File: config.mk
export PLATFORM = sky130hd
export DESIGN_NAME = fp_mac_pipe
export DESIGN_NICKNAME = d
export VERILOG_FILES = /design/src/rtl/fp_mac_pkg.sv /design/src/rtl/fp_align_add.sv /design/src/rtl/fp_mac_pipe.sv
export SDC_FILE = /design/constraint.sdc
export NUM_CORES = 1
export LEC_CHECK = 0
export ABC_CLOCK_PERIOD_IN_PS = 21300
export CORE_MARGIN = 1.5
export CORE_UTILIZATION = 65
export DETAILED_ROUTE_END_ITERATION = 8
export PLACE_DENSITY = 0.85
export SLEW_MARGIN = 0
export SYNTH_ARGS = -nofsm -noshare
export SYNTH_HDL_FRONTEND = slang
export SYNTH_SLANG_ARGS = --single-unit
File: constraint.sdc
create_clock -name clk -period 21.3 [get_ports clk]
set_input_delay 2.13 -clock clk [delete_from_list [all_inputs] [get_ports clk]]
set_output_delay 2.13 -clock clk [all_outputs]
set_load 0.01 [all_outputs]
File: src/rtl/fp_mac_pkg.sv
// Shared definitions for the pipelined floating-point multiply-accumulate lane:
// default field widths, bias/limit helpers, field slicing and the run-control states.
package fp_mac_pkg;

    localparam int EXP_W_DEF = 5;
    localparam int MAN_W_DEF = 10;

    typedef enum logic [1:0] {IDLE, ACCUM, DRAIN, HOLD} state_e;

    function automatic int fp_bias(input int exp_w);
        return (1 << (exp_w - 1)) - 1;
    endfunction

    function automatic int fp_exp_max(input int exp_w);
        return (1 << exp_w) - 1;
    endfunction

    // Slices operate on a word right-justified in 64 bits so any lane width fits.
    function automatic logic fld_sign(input logic [63:0] word, input int w);
        return word[w-1];
    endfunction

    function automatic logic [63:0] fld_exp(input logic [63:0] word, input int man_w, input int exp_w);
        return (word >> man_w) & ((64'd1 << exp_w) - 64'd1);
    endfunction

    function automatic logic [63:0] fld_man(input logic [63:0] word, input int man_w);
        return word & ((64'd1 << man_w) - 64'd1);
    endfunction

endpackage

File: src/rtl/fp_align_add.sv
// Combinational add of two unpacked floating-point values: align by exponent,
// add/subtract magnitudes exactly, renormalise, truncate, saturate or flush.
module fp_align_add
    import fp_mac_pkg::*;
#(
    parameter int EXP_W = EXP_W_DEF,
    parameter int MAN_W = MAN_W_DEF,
    localparam int W = EXP_W + MAN_W + 1
) (
    input  logic             a_sign_i,
    input  logic [EXP_W-1:0] a_exp_i,
    input  logic [MAN_W:0]   a_man_i,
    input  logic             a_zero_i,
    input  logic             b_sign_i,
    input  logic [EXP_W-1:0] b_exp_i,
    input  logic [MAN_W:0]   b_man_i,
    input  logic             b_zero_i,
    output logic [W-1:0]     sum_o
);
    localparam int SW   = 2*MAN_W + 3;
    localparam int EMAX = fp_exp_max(EXP_W);

    logic             a_big;
    logic             big_sign, small_sign;
    logic [EXP_W-1:0] big_exp, small_exp, diff;
    logic [MAN_W:0]   big_man, small_man;
    logic [SW-1:0]    big_ext, small_ext, mag;
    logic [MAN_W-1:0] frac;
    int               lead;
    int               res_exp;

    always_comb begin
        a_big      = {a_exp_i, a_man_i} >= {b_exp_i, b_man_i};
        big_sign   = a_big ? a_sign_i : b_sign_i;
        big_exp    = a_big ? a_exp_i  : b_exp_i;
        big_man    = a_big ? a_man_i  : b_man_i;
        small_sign = a_big ? b_sign_i : a_sign_i;
        small_exp  = a_big ? b_exp_i  : a_exp_i;
        small_man  = a_big ? b_man_i  : a_man_i;
        diff       = big_exp - small_exp;

        // Extra MAN_W+1 low bits keep the aligned sum exact before truncation.
        big_ext   = {1'b0, big_man, {(MAN_W+1){1'b0}}};
        small_ext = {1'b0, small_man, {(MAN_W+1){1'b0}}} >> diff;
        mag       = (big_sign != small_sign) ? big_ext - small_ext : big_ext + small_ext;

        lead = 0;
        for (int i = 0; i < SW; i++) begin
            if (mag[i]) lead = i;
        end
        frac    = MAN_W'((mag << (SW - 1 - lead)) >> (MAN_W + 2));
        res_exp = int'(big_exp) + lead - (2*MAN_W + 1);

        sum_o = '0;
        if (a_zero_i && b_zero_i)
            sum_o = '0;
        else if (a_zero_i)
            sum_o = {b_sign_i, b_exp_i, b_man_i[MAN_W-1:0]};
        else if (b_zero_i)
            sum_o = {a_sign_i, a_exp_i, a_man_i[MAN_W-1:0]};
        else if (int'(diff) >= MAN_W + 2)
            sum_o = {big_sign, big_exp, big_man[MAN_W-1:0]};
        else if (mag == '0)
            sum_o = '0;
        else if (res_exp > EMAX)
            sum_o = {big_sign, {EXP_W{1'b1}}, {MAN_W{1'b0}}};
        else if (res_exp < 1)
            sum_o = '0;
        else
            sum_o = {big_sign, EXP_W'(res_exp), frac};
    end

endmodule

File: src/rtl/fp_mac_pipe.sv
// Handshaked floating-point multiply-accumulate lane: accumulates sum(a*b) over a
// run closed by in_last and presents one truncated result per run.
module fp_mac_pipe
    import fp_mac_pkg::*;
#(
    parameter int EXP_W = EXP_W_DEF,
    parameter int MAN_W = MAN_W_DEF,
    localparam int W = EXP_W + MAN_W + 1
) (
    input  logic         clk,
    input  logic         Asynch_Reset,
    input  logic         in_valid,
    output logic         in_ready,
    input  logic [W-1:0] in_a,
    input  logic [W-1:0] in_b,
    input  logic         in_last,
    output logic         out_valid,
    input  logic         out_ready,
    output logic [W-1:0] out_result,
    output logic         busy
);
    localparam int BIAS = fp_bias(EXP_W);
    localparam int EMAX = fp_exp_max(EXP_W);
    localparam int PW   = 2*MAN_W + 2;
    localparam int XW   = EXP_W + 2;

    state_e state_q, state_d;
    logic   in_fire, out_fire;

    logic [W-1:0]         a_p1_q, b_p1_q;
    logic                 vld_p1_q, last_p1_q;
    logic [EXP_W-1:0]     ea_p1, eb_p1;
    logic [MAN_W:0]       ma_p1, mb_p1;

    logic [MAN_W+1:0]     prod_p2_q;
    logic signed [XW-1:0] exp_p2_q;
    logic                 sign_p2_q, zero_p2_q, vld_p2_q, last_p2_q;

    logic [MAN_W:0]       pman_p3;
    int                   pexp_p3;
    logic                 psign_p3, pzero_p3;
    logic [EXP_W-1:0]     acc_exp;
    logic [W-1:0]         acc_q, sum_w, out_result_q;
    logic                 last_p3_q;

    assign in_fire  = in_valid & in_ready;
    assign out_fire = out_valid & out_ready;

    // ---- S1: operand registers
    always_ff @(posedge clk) begin
        if (in_fire) begin
            a_p1_q    <= in_a;
            b_p1_q    <= in_b;
            last_p1_q <= in_last;
        end
    end

    always_comb begin
        ea_p1 = EXP_W'(fld_exp(64'(a_p1_q), MAN_W, EXP_W));
        eb_p1 = EXP_W'(fld_exp(64'(b_p1_q), MAN_W, EXP_W));
        ma_p1 = {1'b1, MAN_W'(fld_man(64'(a_p1_q), MAN_W))};
        mb_p1 = {1'b1, MAN_W'(fld_man(64'(b_p1_q), MAN_W))};
    end

    // ---- S2: product, sign, unnormalised exponent (only the top MAN_W+2 product bits survive truncation)
    always_ff @(posedge clk) begin
        prod_p2_q <= (MAN_W+2)'((PW'(ma_p1) * PW'(mb_p1)) >> MAN_W);
        exp_p2_q  <= XW'(int'(ea_p1) + int'(eb_p1) - BIAS);
        sign_p2_q <= fld_sign(64'(a_p1_q), W) ^ fld_sign(64'(b_p1_q), W);
        zero_p2_q <= (ea_p1 == '0) || (eb_p1 == '0);
        last_p2_q <= last_p1_q;
    end

    // ---- S3: normalise product, add into accumulator
    always_comb begin
        psign_p3 = sign_p2_q;
        pzero_p3 = zero_p2_q;
        if (prod_p2_q[MAN_W+1]) begin
            pman_p3 = prod_p2_q[MAN_W+1:1];
            pexp_p3 = int'(exp_p2_q) + 1;
        end else begin
            pman_p3 = prod_p2_q[MAN_W:0];
            pexp_p3 = int'(exp_p2_q);
        end
        if (!pzero_p3 && pexp_p3 > EMAX) begin
            pman_p3 = {1'b1, {MAN_W{1'b0}}};
            pexp_p3 = EMAX;
        end else if (!pzero_p3 && pexp_p3 < 1) begin
            pzero_p3 = 1'b1;
            psign_p3 = 1'b0;
        end
        acc_exp = EXP_W'(fld_exp(64'(acc_q), MAN_W, EXP_W));
    end

    fp_align_add #(.EXP_W(EXP_W), .MAN_W(MAN_W)) u_add (
        .a_sign_i (psign_p3),
        .a_exp_i  (EXP_W'(pexp_p3)),
        .a_man_i  (pman_p3),
        .a_zero_i (pzero_p3),
        .b_sign_i (fld_sign(64'(acc_q), W)),
        .b_exp_i  (acc_exp),
        .b_man_i  ({1'b1, MAN_W'(fld_man(64'(acc_q), MAN_W))}),
        .b_zero_i (acc_exp == '0),
        .sum_o    (sum_w)
    );

    always_ff @(posedge clk) begin
        if (Asynch_Reset || out_fire)
            acc_q <= '0;
        else if (vld_p2_q)
            acc_q <= sum_w;
    end

    // ---- Result register: captured the cycle after the last term lands in the accumulator
    always_ff @(posedge clk) begin
        if (Asynch_Reset)
            out_result_q <= '0;
        else if (state_q == DRAIN && last_p3_q)
            out_result_q <= acc_q;
    end

    always_ff @(posedge clk) begin
        if (Asynch_Reset) begin
            vld_p1_q  <= 1'b0;
            vld_p2_q  <= 1'b0;
            last_p3_q <= 1'b0;
        end else begin
            vld_p1_q  <= in_fire;
            vld_p2_q  <= vld_p1_q;
            last_p3_q <= vld_p2_q & last_p2_q;
        end
    end

    always_ff @(posedge clk) begin
        if (Asynch_Reset)
            state_q <= IDLE;
        else
            state_q <= state_d;
    end

    always_comb begin
        state_d = state_q;
        case (state_q)
            IDLE:    if (in_fire) state_d = in_last ? DRAIN : ACCUM;
            ACCUM:   if (in_fire && in_last) state_d = DRAIN;
            DRAIN:   if (last_p3_q) state_d = HOLD;
            HOLD:    if (out_ready) state_d = IDLE;
            default: state_d = IDLE;
        endcase
    end

    always_comb begin
        in_ready  = (state_q == IDLE) || (state_q == ACCUM);
        out_valid = (state_q == HOLD);
        busy      = (state_q != IDLE);
    end

    assign out_result = out_result_q;

endmodule

# Yosys cells after proc, flatten, opt, wreduce, memory -nomap -nowiden
# Cells that the tools add are included.
# W data, S select, Z words.
[totals]
word_cells = 112
out_inout_bits = 19
input_bits = 37
regBits = 92
[op_classes]
shift = 2
bitwise_logic = 4
add_sub_neg = 9
magnitude_cmp = 6
n_mul = 1
reduce_logical = 17
eq_ne = 9
n_mux = 50
[op_table]
columns = ["operator", "n"]
rows = [
  ["$mux W32", 22],
  ["$mux W16", 7],
  ["$gt A32 B6 Y1 const B", 2],
  ["$lt A32 B2 Y1 const B", 2],
  ["$mux W11", 4],
  ["$add A6 B32 Y32", 1],
  ["$shl A23 B32 Y22", 1],
  ["$sub A32 B6 Y32 const B", 1],
  ["$sub A6 B32 Y32 const A", 1],
  ["$add A22 B23 Y23", 1],
  ["$logic_not A23 Y1", 1],
  ["$mux W23", 1],
  ["$shr A22 B5 Y23", 1],
  ["$sub A22 B23 Y23", 1],
  ["$mul A11 B11 Y22", 1],
  ["$ge A16 B16 Y1", 1],
  ["$logic_not A5 Y1", 3],
  ["$mux W5", 3],
  ["$mux W2", 5],
  ["$add A7 B2 Y8 const B", 1],
  ["$ne A2 B2 Y1 const B", 4],
  ["$pmux W2 S4", 1],
  ["$mux W1", 7],
  ["$sub A6 B4 Y7 const B", 1],
  ["other kinds (16)", 25],
]

# Depth between registers and ports, before layout
[depth]
ltp_word = 43
ltp_mapped = 62
mapped_depth_nobuf = 58

# Hierarchy
# Synthesis repeated with hierarchy kept, for this count alone.
[hier_totals]
cells_unflattened = 1689
hier_area_um2 = 13760.7
[modules_own_cells]
columns = ["module", "cells_per_inst", "instances", "area_each_um2", "seq_area_each_um2"]
rows = [
  ["fp_mac_pipe", 768, 1, 7408.4, 2172.1],
  ["fp_align_add", 921, 1, 6352.3, 0.0],
]

# Worst setup path before layout
# Ideal clock, no wire load.
[synth_timing]
path_type = "reg2reg"
from = "register exp_p2_q[0]"
to = "register acc_q[6]"
period_less_slack_ns = 11.682
n_path_buf = 5
slack_ns = 9.618
setup_time_ns = 0.074
t_arrival_ns = 11.608
t_required_ns = 21.226
stages_incl_launch_ff = 58
cell_sequence = "dfxtp_1 -> ha_1 -> nand2_1 -> a21oi_1 -> o311ai_1 -> a21oi_1 -> inv_1 -> ha_1 -> and4_1 -> o211ai_1 -> o21bai_1 -> o31ai_2 -> buf_2 -> and3_1 -> nor2_1 -> ha_1 -> clkbuf_1 -> clkbuf_1 -> [... 22 more ...] -> buf_2 -> ha_1 -> inv_1 -> ha_1 -> fa_1 -> a21oi_1 -> o21bai_1 -> inv_1 -> ha_1 -> nor4b_1 -> a21oi_1 -> a21o_1 -> o31a_1 -> and3_1 -> nand2_1 -> or4_1 -> o211a_1 -> a31oi_1"
[synth_via]
elab_chain_cells = 43
word_cells_on_any_way = 65
cone_classes = "add/sub (7); order compare (6); eq/ne (2); shift (2); mux (43); reduce/logical (5)"
[synth_rtl]
columns = ["item", "line_no", "source"]
rows = [
  ["from (decl)", "fp_mac_pipe.sv:36", "logic signed [XW-1:0] exp_p2_q;"],
  ["from (signal assigned)", "fp_mac_pipe.sv:68", "exp_p2_q <= XW'(int'(ea_p1) + int'(eb_p1) - BIAS);"],
  ["$add A7 B2 Y8", "fp_mac_pipe.sv:80", "pexp_p3 = int'(exp_p2_q) + 1;"],
  ["$mux W32 *", "fp_mac_pipe.sv:78", "if (prod_p2_q[MAN_W+1]) begin"],
  ["$gt A32 B6 Y1", "fp_mac_pipe.sv:85", "if (!pzero_p3 && pexp_p3 > EMAX) begin"],
  ["$logic_and A1 B1 Y1", "fp_mac_pipe.sv:85", ""],
  ["$mux W11 or $mux W5 (tied branches)", "fp_mac_pipe.sv:85", ""],
  ["$ge A16 B16 Y1", "fp_align_add.sv:33", "a_big = {a_exp_i, a_man_i} >= {b_exp_i, b_man_i};"],
  ["$mux W5 (on tied branches)", "fp_align_add.sv:35, fp_align_add.sv:38", ""],
  ["$sub A5 B5 Y5", "fp_align_add.sv:40", "diff = big_exp - small_exp;"],
  ["[... 27 more ...]", "--", ""],
  ["$lt A32 B2 Y1", "fp_align_add.sv:67", "else if (res_exp < 1)"],
  ["$mux W16", "fp_align_add.sv:67", ""],
  ["$mux W16", "fp_align_add.sv:65", "else if (res_exp > EMAX)"],
  ["$mux W16", "fp_align_add.sv:63", "else if (mag == '0)"],
  ["$mux W16", "fp_align_add.sv:61", "else if (int'(diff) >= MAN_W + 2)"],
  ["$mux W16", "fp_align_add.sv:59", "else if (b_zero_i)"],
  ["$mux W16", "fp_align_add.sv:57", "else if (a_zero_i)"],
  ["$mux W16", "fp_align_add.sv:55", "if (a_zero_i && b_zero_i)"],
  ["to (signal assigned)", "fp_mac_pipe.sv:111", "acc_q <= sum_w;"],
  ["to (decl)", "fp_mac_pipe.sv:43", "logic [W-1:0] acc_q, sum_w, out_result_q;"],
]
# Mark *: on every way between the ends. The rest lies on a longest branch, timed or not. The select of a mux whose other input is x is not followed.
# A chain may end at the register's enable or synchronous reset.

# Worst setup path after layout
[layout_timing]
from = "register prod_p2_q[11]"
to = "register acc_q[6]"
[layout_via]
elab_chain_cells = 42
word_cells_on_any_way = 65
cone_classes = "add/sub (6); order compare (6); eq/ne (2); shift (2); mux (44); reduce/logical (5)"
[layout_rtl]
columns = ["item", "line_no", "source"]
rows = [
  ["from (decl)", "fp_mac_pipe.sv:35", "logic [MAN_W+1:0] prod_p2_q;"],
  ["from (signal assigned)", "fp_mac_pipe.sv:67", "prod_p2_q <= (MAN_W+2)'((PW'(ma_p1) * PW'(mb_p1)) >> MAN_W);"],
  ["$mux W32", "fp_mac_pipe.sv:78", ""],
  ["$gt A32 B6 Y1", "fp_mac_pipe.sv:85", ""],
  ["$logic_and A1 B1 Y1", "fp_mac_pipe.sv:85", ""],
  ["$mux W11 or $mux W5 (tied branches)", "fp_mac_pipe.sv:85", ""],
  ["$ge A16 B16 Y1", "fp_align_add.sv:33", ""],
  ["$mux W5 (on tied branches)", "fp_align_add.sv:35, fp_align_add.sv:38", ""],
  ["$sub A5 B5 Y5", "fp_align_add.sv:40", ""],
  ["$shr A22 B5 Y23", "fp_align_add.sv:44", "small_ext = {1'b0, small_man, {(MAN_W+1){1'b0}}} >> diff;"],
  ["[... 26 more ...]", "--", ""],
  ["$lt A32 B2 Y1", "fp_align_add.sv:67", ""],
  ["$mux W16", "fp_align_add.sv:67", ""],
  ["$mux W16", "fp_align_add.sv:65", ""],
  ["$mux W16", "fp_align_add.sv:63", ""],
  ["$mux W16", "fp_align_add.sv:61", ""],
  ["$mux W16", "fp_align_add.sv:59", ""],
  ["$mux W16", "fp_align_add.sv:57", ""],
  ["$mux W16", "fp_align_add.sv:55", ""],
]
# Parallel ways exist; a longest one is shown, timed or not. The select of a mux whose other input is x is not followed.

==> reports/results.tsv <==
stage	metric	value	unit
run_status	status	completed	
critical_path	Crit Reg-Reg Startpoint	prod_p2_q[11]$_DFF_P_	
critical_path	r2r worst-path depth	53	
synth	cell count after synthesis	1601	
clock_network	CTS resizes	0	
routing	1st-iter DRT viols	1242	
critical_path	CP max FO	39	
global_route	total track usage	36.4	%
clock_network	number of buffers created by CTS	9	
synth	Synth async-reset ratio	0	%
floorplan	# rows	52	
synth	sequential share of the synthesized area	16.4	%
synth	Main synth FF type	dfxtp_1	
finish	layout cell share with drive strength beyond 1	7.54	%
sta	final worst-path cycle share	66.7	%
clock_network	number of H-tree levels	3	
floorplan	Die ar.	21200	um^2
routing	Final ANT Viol Nets	0	
finish	most common cell after layout, fill and taps aside	nand2_1	
clock_network	CTS max path bufs	2	
critical_path	worst reg-to-reg setup slack	7100	ps
synth	#FFs+latches synth	92	
clock_network	Post-CTS Hold Buffers	0	
sta	Final TNS setup	0	ps
global_route	largest net degree at the start of global routing	40	
synth	Post-synth EDFFs	33	
finish	commonest non-fill, non-tap cells in the layout	nand2_1 (187), inv_1 (143), ha_1 (121)	
critical_path	RR Endpoint	acc_q[6]$_SDFFE_PP0P_	
synth	Syn Nets	1842	
critical_path	Critical Path Start	prod_p2_q[11]$_DFF_P_	
sta	setup violators final	0	
critical_path	Setup crit start kind	register	
clock_network	clk slew on worst S/H paths	80	ps
sta	Final Slew Violations	0	
clock_network	CTS tree	built	
floorplan	Top Ports	56	
critical_path	Data required, critical path	21590	ps
finish	Layout area overhead	7.64	%
critical_path	slowest CP cell	dfxtp_1	
critical_path	CP most frequent cell	ha_1	
routing	TritonRoute pass-1 iters	6	
worst_hold_path	Tightest Hold Check Type	register to register	
floorplan	Die H	146	um
critical_path	Worst Setup End Kind	register	
floorplan	Starting Density	65.9	%
synth	Synthesis Warnings	0	
critical_path	CP max stage delay	940	ps
critical_path	WS Path Type	register to register	
finish	ANT cells	0	
clock_network	Root Driver	clkbuf_16	
global_route	first-pass GRT wire length	62100	um
global_route	Overflow after GRT	0	
routing	final WL	37900	um
floorplan	core area	20100	um^2
global_route	initial antenna violation count	0	
sta	Fin. Hold Viols	0	
routing	# DRC	0	
worst_hold_path	WHS Endpoint	last_p2_q$_DFF_P_	
clock_network	Sink Count	92	
global_route	number of global-route vias before repair	12000	
worst_hold_path	HP Start	last_p1_q$_DFFE_PP_	
floorplan	Die W	146	um
clock_network	Setup Buffers After CTS	0	
routing	Vias/cell	6.59	
placement	IO Port Bufs	55	
sta	Worst Slack Setup Final	7100	ps
routing	routed len/inst	20.1	um
sta	minimum clock period	14200	ps
sta	Layout Skew	15.9	ps
finish	fin nets	1853	
worst_hold_path	hold depth	0	
clock_network	latest clock arrival within the worst-skew pair	370	ps
placement	gpl congestion	0.980	
sta	highest clock rate	0.0704	GHz
sta	worst slew pin tran	1030	ps
placement	post-DP HPWL	29700	um
flow_run	Max-Cap Viols	0	
synth	Distinct cells, synth	114	
routing	vias	12400	
sta	Slew headroom	30.9	%
synth	synthesized cell area	13200	um^2
critical_path	crit path DAT	14500	ps
placement	dpl ws	7410	ps
sta	RSZ-0062 raised after global routing	no	
synth	Mean Syn Cell Area	8.27	um^2
==> state kept, by name (all words and copies together), names as in the netlist <==
name        count
a_p1_q         16
acc_q          16
b_p1_q         16
exp_p2_q        7
last_p1_q       1
last_p2_q       1
last_p3_q       1
out_result     16
prod_p2_q      12
sign_p2_q       1
state_q         2
vld_p1_q        1
vld_p2_q        1
zero_p2_q       1
==> worst max-delay path, delay by kind of cell, from the launching register on <==
family / cells / cell delay, ps
compound gates: 22 / 5360
fa+ha+maj: 8 / 2610
buf+inv: 7 / 1320
flops: 1 / 940
mux: 2 / 650
simple gates: 14 / 3230
==> routing by layer <==
layer,vias to the layer above,part of all wire [%],track usage [%],wire (um)
met5,-,0,0,0
met4,0,4.9,16.2,1840
met3,108,7.2,4.11,2740
met2,618,47,61.3,18000
met1,5985,40,47.2,15300
li1,5732,-,-,-
==> logic make-up after synthesis <==
family                     after synthesis  synth area share, %
AOI/OAI and AO/OA                      429                 23.0
xor gates and xnor gates                41                 2.94
adders and majority gates              204                 24.0
buffers and inverters                  224                 6.83
DFF                                     92                 16.4
muxes                                   64                 6.03
and+or+nand+nor                        547                 20.8
==> final cells by class <==
type,count,area [um^2]
timing repair buffer,77,716
inverter,147,552
clock buffer,9,225
tap,270,338
sequential,92,2170
clock inverter,7,62.6
fill,1587,5850
multi-input combinational,1285,10200
==> through the flow <==
step	utilization [%]	area, um^2	hold slack [ps]	std cells
finish	70.9	14300	352	1887
global route	70.9	14300	361	1887
CTS	70.9	14300	346	1887
detailed placement	69.5	14000	328	1871
global placement	69.5	14000	326	1871
floorplan	-	13200	323	1601
==> synth_stat cells (all sizes together) (46+ instances only) <==
cell type	n	share of area, %
nand2	191	5.5
inv	145	4.1
ha	121	11
nor2	94	2.7
a21oi	92	3.5
o21ai	91	3.6
fa	83	13
and2	77	3.6
dfxtp	59	8.9
clkbuf	52	1.5
nor3	46	1.9
==> how the worst max path moves through the flow <==
stage | slack [ps] | endpoint
finish | 7100 | acc_q[6]$_SDFFE_PP0P_
CTS | 7340 | acc_q[6]$_SDFFE_PP0P_
global placement | 7880 | acc_q[6]$_SDFFE_PP0P_
floorplan | 9620 | acc_q[6]$_SDFFE_PP0P_
detailed placement | 7410 | acc_q[6]$_SDFFE_PP0P_
global route | 6090 | acc_q[6]$_SDFFE_PP0P_
Power is left out: the tool's default activity adds up to more than one toggle a clock period on the data nets, which glitch-free logic cannot reach.
